$ cat src/rtl/nl_lut_loader_pkg.sv
// Shared sizing, state encoding and LUT layout for the nonlinear LUT loader.
package nl_lut_loader_pkg;

  localparam int LUT_ADDR       = 7;
  localparam int LUT_SIZE       = 128;
  localparam int LUT_DATA_WIDTH = 8;
  localparam int N_DIM_ARRAY    = 4;
  localparam int MEM_ADDR_SIZE  = 16;

  localparam int MEM_DATA_WIDTH = N_DIM_ARRAY * LUT_DATA_WIDTH;
  localparam int LANE_W         = (N_DIM_ARRAY > 1) ? $clog2(N_DIM_ARRAY) : 1;

  // Entry count as seen on num_entries (one bit wider than the LUT address).
  localparam logic [LUT_ADDR:0] LUT_SIZE_C = (LUT_ADDR + 1)'(LUT_SIZE);

  // LUT layout: sigmoid PWL block, its shift/limits, then the tanh equivalents.
  localparam int SIG_BASE        = 0;
  localparam int SIG_PARAM_BASE  = 48;
  localparam int SIG_PARAM_LAST  = 52;
  localparam int TANH_BASE       = 53;
  localparam int TANH_PARAM_BASE = 101;
  localparam int TANH_PARAM_LAST = 105;

  typedef enum logic [2:0] {
    S_IDLE  = 3'd0,
    S_FETCH = 3'd1,
    S_WAIT  = 3'd2,
    S_EMIT  = 3'd3,
    S_DONE  = 3'd4
  } state_t;

  // Requests larger than the LUT are cut down to a full-LUT load.
  function automatic logic [LUT_ADDR:0] clamp_count(input logic [LUT_ADDR:0] n);
    return (n > LUT_SIZE_C) ? LUT_SIZE_C : n;
  endfunction

endpackage

$ cat src/rtl/nl_lut_loader.sv
// Streams packed LUT entries from config memory into the nonlinear LUT write port.
//
// Handshake: start is a one-cycle request with no ready; it is accepted only in
// IDLE and ignored otherwise. Memory reads have no backpressure: mem_rd_data is
// valid exactly one cycle after mem_rd_en. The LUT write port is a plain strobe
// (wr_en_ext_lut) with address/data valid in the same cycle.
module nl_lut_loader
  import nl_lut_loader_pkg::*;
(
  input  logic                      clk,
  input  logic                      reset,
  input  logic                      start,
  input  logic [MEM_ADDR_SIZE-1:0]  base_addr,
  input  logic [LUT_ADDR:0]         num_entries,
  output logic                      mem_rd_en,
  output logic [MEM_ADDR_SIZE-1:0]  mem_rd_addr,
  input  logic [MEM_DATA_WIDTH-1:0] mem_rd_data,
  output logic                      wr_en_ext_lut,
  output logic [LUT_ADDR-1:0]       wr_addr_ext_lut,
  output logic [LUT_DATA_WIDTH-1:0] wr_data_ext_lut,
  output logic                      busy,
  output logic                      done,
  output logic                      err,
  output state_t                    state_dbg
);

  localparam logic [LANE_W-1:0] LANE_LAST = LANE_W'(N_DIM_ARRAY - 1);
  localparam logic [LUT_ADDR:0] CNT_ONE   = (LUT_ADDR + 1)'(1);

  state_t                    state_q, state_d;
  logic [MEM_ADDR_SIZE-1:0]  word_addr_q;
  logic [LUT_ADDR:0]         remaining_q;
  logic [LUT_ADDR-1:0]       lut_cnt_q;
  logic [LANE_W-1:0]         lane_q;
  logic [MEM_DATA_WIDTH-1:0] data_q;
  logic                      err_q;

  logic [LUT_ADDR:0] start_cnt;
  logic [LUT_ADDR:0] remaining_after;
  logic              last_lane;

  assign start_cnt       = clamp_count(num_entries);
  assign remaining_after = remaining_q - CNT_ONE;
  assign last_lane       = (lane_q == LANE_LAST);

  // Next-state decode; a word ends early when the remaining count runs out.
  always_comb begin
    state_d = state_q;
    case (state_q)
      S_IDLE:  if (start) state_d = (start_cnt == '0) ? S_DONE : S_FETCH;
      S_FETCH: state_d = S_WAIT;
      S_WAIT:  state_d = S_EMIT;
      S_EMIT: begin
        if (remaining_after == '0) state_d = S_DONE;
        else if (last_lane)        state_d = S_FETCH;
      end
      S_DONE:  state_d = S_IDLE;
      default: state_d = S_IDLE;
    endcase
  end

  // State register plus address/count/data bookkeeping per state.
  always_ff @(posedge clk) begin
    if (reset) begin
      state_q     <= S_IDLE;
      word_addr_q <= '0;
      remaining_q <= '0;
      lut_cnt_q   <= '0;
      lane_q      <= '0;
      data_q      <= '0;
      err_q       <= 1'b0;
    end else begin
      state_q <= state_d;
      case (state_q)
        S_IDLE: begin
          if (start) begin
            word_addr_q <= base_addr;
            remaining_q <= start_cnt;
            lut_cnt_q   <= '0;
            lane_q      <= '0;
            err_q       <= (num_entries > LUT_SIZE_C);
          end
        end
        S_WAIT: begin
          data_q      <= mem_rd_data;
          word_addr_q <= word_addr_q + MEM_ADDR_SIZE'(1);
          lane_q      <= '0;
        end
        S_EMIT: begin
          lut_cnt_q   <= lut_cnt_q + LUT_ADDR'(1);
          lane_q      <= lane_q + LANE_W'(1);
          remaining_q <= remaining_after;
        end
        default: ;
      endcase
    end
  end

  // Outputs come only from registered state so idle ports read as zero.
  always_comb begin
    mem_rd_en       = (state_q == S_FETCH);
    mem_rd_addr     = mem_rd_en ? word_addr_q : '0;
    wr_en_ext_lut   = (state_q == S_EMIT);
    wr_addr_ext_lut = wr_en_ext_lut ? lut_cnt_q : '0;
    wr_data_ext_lut = wr_en_ext_lut ? data_q[lane_q * LUT_DATA_WIDTH +: LUT_DATA_WIDTH] : '0;
    busy            = (state_q != S_IDLE);
    done            = (state_q == S_DONE);
    err             = err_q;
    state_dbg       = state_q;
  end

endmodule

$ cat config.mk
export PLATFORM = sky130hd
export DESIGN_NAME = nl_lut_loader
export DESIGN_NICKNAME = d
export VERILOG_FILES = /design/src/rtl/nl_lut_loader_pkg.sv /design/src/rtl/nl_lut_loader.sv
export SDC_FILE = /design/constraint.sdc
export NUM_CORES = 1
export LEC_CHECK = 0
export CORE_ASPECT_RATIO = 0.8
export CORE_MARGIN = 1.5
export CORE_UTILIZATION = 30
export CTS_BUF_LIST = sky130_fd_sc_hd__clkbuf_16
export CTS_CLUSTER_SIZE = 14
export DETAILED_ROUTE_END_ITERATION = 10
export PLACE_DENSITY = 0.6
export SLEW_MARGIN = 10
export SYNTH_ARGS = -nofsm -noshare
export SYNTH_HDL_FRONTEND = slang
export SYNTH_SLANG_ARGS = --single-unit
$ cat constraint.sdc
create_clock -name clk -period 3.83 [get_ports clk]
set_clock_uncertainty 0.1 [all_clocks]
set_input_delay 1.149 -clock clk [delete_from_list [all_inputs] [get_ports clk]]
set_output_delay 1.149 -clock clk [all_outputs]
set_load 0.01 [all_outputs]
==> results of run 1 <==
-- cells in the final DEF, fill, tap and decap left out, drive strengths merged, types with 7 or more instances in the layout --
master / instances
buf: 12
clkdlybuf4s50: 96
nor2: 47
a21oi: 49
mux4: 8
clkbuf: 9
nand2: 81
and3: 7
a211oi: 8
nand3: 11
dfxtp: 69
and2: 32
nor3: 7
-- flip-flops by register name (all words and copies together) (netlist names) --
register,flops
lut_cnt_q,7
lane_q,2
word_addr_q,16
remaining_q,8
err,1
state_dbg,3
data_q,32
-- worst max-delay path by stage --
stage / slack, ns / cells past startpoint / startpoint / endpoint
4_1_cts: 0.26 / 3 / lane_q[0] / wr_data_ext_lut[0]
5_1_grt: 0.16 / 5 / state_dbg[0] / wr_addr_ext_lut[0]
6_report: 0.34 / 3 / lane_q[0] / wr_data_ext_lut[2]
2_1_floorplan: 1.03 / 3 / lane_q[0] / wr_data_ext_lut[0]
3_3_place_gp: 0.65 / 6 / start / remaining_q[2]
3_5_place_dp: 0.61 / 3 / lane_q[0] / wr_data_ext_lut[0]
-- worst register-to-register path: stages, from the launching register on --
cell      delay, ns
dfxtp_1        0.56
nand3b_1       0.12
buf_4          0.19
clkinv_1       0.24
buf_4          0.24
nand3_1        0.16
o311ai_0       0.32
a21oi_1        0.11
-- per-layer routing --
metal	part of all wire, %	wire length, um	vias to the layer above	track usage, %
li1	-	-	1698	-
met1	48	4500	1530	22.1
met2	47	4360	80	24.9
met3	5.0	470	2	3.30
met4	0.38	36	0	4.29
met5	0	0	-	0
-- logic make-up (layout without fill, tap and decap cells) --
| logic type | after synthesis | count (layout) | synth area share, % |
|---|---|---|---|
| DFF | 69 | 69 | 40.1 |
| muxes | 11 | 11 | 6.11 |
| AOI/OAI and AO/OA | 93 | 93 | 16.6 |
| adders and majority gates | 5 | 5 | 1.82 |
| buffers and inverters | 35 | 128 | 4.00 |
| and+or+nand+nor | 214 | 214 | 30.1 |
| xor gates and xnor gates | 5 | 5 | 1.27 |
-- metrics by stage --
step,power (uW),instance area [um^2],hold WS [ns]
final,1880,4830,0.352
after global routing,1980,4830,0.377
after CTS,1910,4830,0.355
after detailed placement,1130,4560,0.347
after global placement,1130,4560,0.341
after floorplan,989,3440,0.328
-- power by group through the flow --
stage	combinational, uW	sequential, uW	clock [uW]
global placement	299	828	0
CTS	303	814	796
detailed placement	301	828	0
finish	300	815	768
floorplan	179	809	0
global route	334	822	822
-- cell type report --
cell class | count | area, um^2
Inverter | 7 | 26.3
Clock inverter | 4 | 42.5
Timing Repair Buffer | 108 | 1050
Tap cell | 144 | 180
Clock buffer | 9 | 225
Multi-Input combinational cell | 328 | 1920
Sequential cell | 69 | 1380
Fill cell | 1087 | 6190
==> summary.md, run 1 <==
| Metric | Value |
|---|---|
| WL final | `around 9400 um` |
| Clock tree sinks | `between 60 and 70` |
| Data required, critical path | `2.58 ns` |
| Distinct cell type count after synthesis | `46` |
| Cells resized by post-CTS repair | `0` |
| Leak Pwr | `roughly 0.0017 uW` |
| P&R area growth vs syn | `40.3%` |
| Die H | `~99 um` |
| Post-synth EDFFs | `0` |
| Sequential fraction of the synthesis area | `40.1%` |
| Syn nets | `between 400 and 500` |
| FF-to-FF setup slack | `1.67 ns` |
| Util after Layout | `between 40 and 50%` |
| Postcts setup bufs | `0` |
| Status | `completed` |
| Avg WL per Cell | `14.0 um` |
| CP max stage delay | `slightly below 0.7 ns` |
| Post-CTS Hold Fix Bufs | `0` |
| Placed Instances | `656` |
| Root Buffer | `clkbuf_16` |
| Final setup violation count | `0` |
| Clock power frac | `40.8%` |
| Crit path time final | `~3.5 ns` |
| Vias in the first global route | `3,168` |
| Pint | `between 1000 and 1500 uW` |
| CORE AREA | `~11,000 um^2` |
| Htree depth | `3` |
| Synth area leaders | `dfxtp_1, nand2_1, a21oi_1, and2_1, mux4_2` |
| Highest Clock Rate | `about 290 MHz` |
| Comb pwr share | `between 10% and 20%` |
| Non-filler cells in the finished layout | `approximately 670` |
| Seq pwr share | `between 40 and 50%` |
| CP max FO | `9` |
| Fin worst setup slack | `approximately 0.34 ns` |
| Die footprint | `about 12,000 um^2` |
| Via/cell ratio | `between 4 and 5` |
| Worst min path class | `register to register` |
| Initial Utilization | `roughly 31%` |
| Most common cell in the synthesized netlist | `nand2_1` |
| Pre-CTS setup slack | `approximately 0.61 ns` |
| Main synth FF type | `dfxtp_1` |
| Hpwl dp | `~6700 um` |
| Clock transition at path regs | `~0.050 ns` |
| Worst-Margin Slew | `0.594 ns` |
| Total Nets Final | `approximately 590` |
| Fraction of final layout cells sized beyond drive strength 1 | `6.86%` |
| Net switching power figure | `about 480 uW` |
| CP Buf/Inv Count | `1` |
| Period utilisation layout | `about nine tenths` |
| Inserted Clock Buffers | `9` |
| I/O Buffers | `between 90 and 100` |
| Netlist Area Pre-Place | `3440 um^2` |
| Hold Crit Start | `data_q[26]` |
| Gate Count Post-Synth | `432` |
| Antenna violations before repair | `0` |
| Final Hold Viols | `0` |
| Sw Share | `between 20% and 30%` |
| Setup TNS Final | `0 ns` |
| Die width | `around 120 um` |
| Ys Warns | `0` |
| Skew-Pair Late Insertion Delay | `approximately 0.32 ns` |
| Maxcap violations | `0` |
| Worst Hold Depth | `2` |
| Synthesized area per cell | `7.96 um^2` |
| Pre-antenna DRT Iters | `4` |
| Site Rows | `34` |
| Worst Hold Path EP | `data_q[26]` |
| I/O pins | `98` |
| Worst R2R Path Depth | `7` |
| Data arrival, critical path | `around 2.2 ns` |
| Yosys reg bits | `just under 70` |
| Worst Path Class, Setup | `register to output pin` |
| Worst vdd ir | `about 0.18 mV` |
| GP Congestion | `between 0.7 and 0.8` |
| CP max stage cell | `dfxtp_1` |
| Worst R2R Start | `state_dbg[1]` |
| Post-DRT Antenna Nets | `0` |
| Overflow after GRT | `0` |
| Power density cells | `390 nW/um^2` |
| # DRC | `0` |
| N_diodes | `0` |
| Max transition margin | `between 60% and 70%` |
| RSZ-0062 raised after global routing | `false` |
| Slew Limit Fails | `0` |
| Worst setup SP type | `register` |
| CTS tree | `yes` |
| Vias post-DR | `~3,300` |
| R2r endpoint | `remaining_q[6]` |
| Yosys top cell area share | `around 40%` |
| Asr flop ratio synth | `0%` |
| CP Cell Sequence | `mux4_2 -> and2_1 -> clkdlybuf4s50_1` |
| Cell taking the most area after synthesis | `dfxtp_1` |
| List of most frequent post-synthesis cells | `nand2_1, dfxtp_1, a21oi_1, nor2_1, and2_1` |
| Maximum clock path buffer count | `2` |
| Crit end category | `output pin` |
| Cell family contributing the most delay on the critical path | `flip-flops` |
| All-layer global routing usage | `between 15 and 20%` |
| Starting DRT DRC Count | `about 220` |
| Largest net degree at the start of global routing | `36` |
| First-pass GRT wire length | `roughly 15,000 um` |
No activity file was read; power rests on OpenSTA's default activity.
==> run 2, diff against run 1 <==
--- a/config.mk
+++ b/config.mk
@@ -6,12 +6,12 @@
 export NUM_CORES = 1
 export LEC_CHECK = 0
 export CORE_ASPECT_RATIO = 0.8
-export CORE_MARGIN = 1.5
-export CORE_UTILIZATION = 30
+export CORE_MARGIN = 8
+export CORE_UTILIZATION = 50
 export CTS_BUF_LIST = sky130_fd_sc_hd__clkbuf_16
 export CTS_CLUSTER_SIZE = 14
 export DETAILED_ROUTE_END_ITERATION = 10
-export PLACE_DENSITY = 0.6
+export PLACE_DENSITY = 0.88
 export SLEW_MARGIN = 10
 export SYNTH_ARGS = -nofsm -noshare
 export SYNTH_HDL_FRONTEND = slang
==> summary.md, run 2 (synthesis results as in run 1) <==
| Metric | Value |
|---|---|
| Status | `completed (unchanged)` |
| All-layer global routing usage | `20.3% (was 15.9%)` |
| N_diodes | `0 (unchanged)` |
| Vias in the first global route | `3,402 (was 3,168)` |
| Highest Clock Rate | `272 MHz (was 287 MHz)` |
| WL final | `9980 um (was 9370 um)` |
| Postcts setup bufs | `0 (unchanged)` |
| GP Congestion | `0.856 (was 0.789)` |
| Via/cell ratio | `5.62 (was 4.95)` |
| Final setup violation count | `0 (unchanged)` |
| Worst Path Class, Setup | `register to output pin (unchanged)` |
| Power density cells | `412 nW/um^2 (was 390 nW/um^2)` |
| Post-DRT Antenna Nets | `0 (unchanged)` |
| Slew Limit Fails | `0 (unchanged)` |
| Worst setup SP type | `register (unchanged)` |
| Fraction of final layout cells sized beyond drive strength 1 | `7.77% (was 6.86%)` |
| Worst-Margin Slew | `0.892 ns (was 0.594 ns)` |
| Site Rows | `27 (was 34)` |
| Clock tree sinks | `69 (unchanged)` |
| Inserted Clock Buffers | `9 (unchanged)` |
| Post-CTS Hold Fix Bufs | `0 (unchanged)` |
| Maxcap violations | `0 (unchanged)` |
| Initial Utilization | `50.7% (was 31.2%)` |
| CTS tree | `yes (unchanged)` |
| Fin worst setup slack | `0.160 ns (was 0.342 ns)` |
| Most frequent cells in the layout | `clkdlybuf4s50_1, nand2_1, dfxtp_1 (unchanged)` |
| First-pass GRT wire length | `16,300 um (was 15,300 um)` |
| Avg WL per Cell | `16.2 um (was 14.0 um)` |
| Vias post-DR | `3,454 (was 3,310)` |
| Max transition margin | `40.5% (was 60.4%)` |
| Largest register by flop count | `data_q (unchanged)` |
| Root Buffer | `clkbuf_16 (unchanged)` |
| P&R area growth vs syn | `39.3% (was 40.3%)` |
| Period utilisation layout | `95.8% (was 91.1%)` |
| Final Hold Viols | `0 (unchanged)` |
| Data required, critical path | `2.58 ns (about the same)` |
| Die H | `90.2 um (was 98.8 um)` |
| Die footprint | `9810 um^2 (was 12,100 um^2)` |
| Setup TNS Final | `0 ns (unchanged)` |
| Commonest non-fill, non-tap cell in the layout | `clkdlybuf4s50_1 (unchanged)` |
| I/O pins | `98 (unchanged)` |
| Die width | `109 um (was 123 um)` |
| Fillers | `546 (was 1,087)` |
| Pre-antenna DRT Iters | `5 (was 4)` |
| # DRC | `0 (unchanged)` |
| Top Registers | `data_q (32), word_addr_q (16), remaining_q (8) (unchanged)` |
| Worst R2R Start | `state_dbg[2] (was state_dbg[1])` |
| Starting DRT DRC Count | `221 (was 223)` |
| Data arrival, critical path | `2.42 ns (was 2.24 ns)` |
| Largest register FFs | `32 (unchanged)` |
| Hpwl dp | `7120 um (was 6730 um)` |
| Htree depth | `3 (unchanged)` |
| Skew-Pair Late Insertion Delay | `0.32 ns (about the same)` |
| FF-to-FF setup slack | `1.48 ns (was 1.67 ns)` |
| CORE AREA | `6790 um^2 (was 11,000 um^2)` |
| Leak Pwr | `0.00172 uW (was 0.00171 uW)` |
| CP max FO | `23 (was 9)` |
| I/O Buffers | `97 (unchanged)` |
| CP Launch Point | `state_dbg[2] (was lane_q[0])` |
| Total Nets Final | `587 (unchanged)` |
| RSZ-0062 raised after global routing | `false (unchanged)` |
| Crit path time final | `3.67 ns (was 3.49 ns)` |
| Clock transition at path regs | `0.06 ns (was 0.05 ns)` |
| Largest net degree at the start of global routing | `51 (was 36)` |
| Overflow after GRT | `0 (unchanged)` |
| Hold Crit Start | `data_q[21] (was data_q[26])` |
| Pre-CTS setup slack | `0.512 ns (was 0.610 ns)` |
| Maximum clock path buffer count | `2 (unchanged)` |
| Crit end category | `output pin (unchanged)` |
| Worst vdd ir | `0.244 mV (was 0.183 mV)` |
| Cells resized by post-CTS repair | `0 (unchanged)` |
| Antenna violations before repair | `0 (unchanged)` |
| Worst min path class | `register to register (unchanged)` |
## run 2: changes by cell type in the layout (fill, tap and decap cells not counted)
cell / previous run / this run
inv_6: 0 / 4
clkinv_1: 3 / 1
clkinv_2: 1 / 0
clkinvlp_4: 0 / 2
## run 2: worst paths after layout
check                                          end  depth (start not counted)
worst min-delay path                    data_q[21]                          2
worst max-delay path            wr_addr_ext_lut[2]                          5
worst min register to register          data_q[21]                          2
worst max register to register        lut_cnt_q[6]                          7
## run 2: through the flow
stage	instances	power (uW)	hold slack [ns]	instance area [um^2]	utilization (%)
6_report	615	1980	0.357	4790	70.6
5_1_grt	615	2050	0.371	4790	70.6
4_1_cts	615	1990	0.358	4790	70.6
3_5_place_dp	599	1130	0.350	4490	66.1
3_3_place_gp	599	1120	0.341	4490	66.1
2_1_floorplan	432	989	0.328	3440	-
## run 2: area by class of cell
type,count,area (um^2),share of cell area [%]
clock buffer,9,225,4.70
clock inverter,7,80.1,1.67
inverter,7,26.3,0.548
multi-input combinational,328,1920,40.1
sequential,69,1380,28.8
tap,87,109,2.27
timing repair buffer,108,1050,21.9
## run 2: routing by layer
layer  wire length, um  part of all wire (%)  track usage (%)
met5                 0                     0                0
met4               201                   2.0             6.83
met3               506                   5.1             4.56
met2              5040                    50             34.5
met1              4240                    42             24.4
## run 2: worst max-delay path, stage by stage, from the launching register on
cell,delay (ns)
dfxtp_1,0.46
nand3b_1,0.15
buf_4,0.18
clkinv_1,0.46
and2_1,0.37
clkdlybuf4s50_1,0.48
## run 2: power breakdown
group	switching, uW	internal, uW
clock network	338	513
registers	42.8	765
logic	159	157
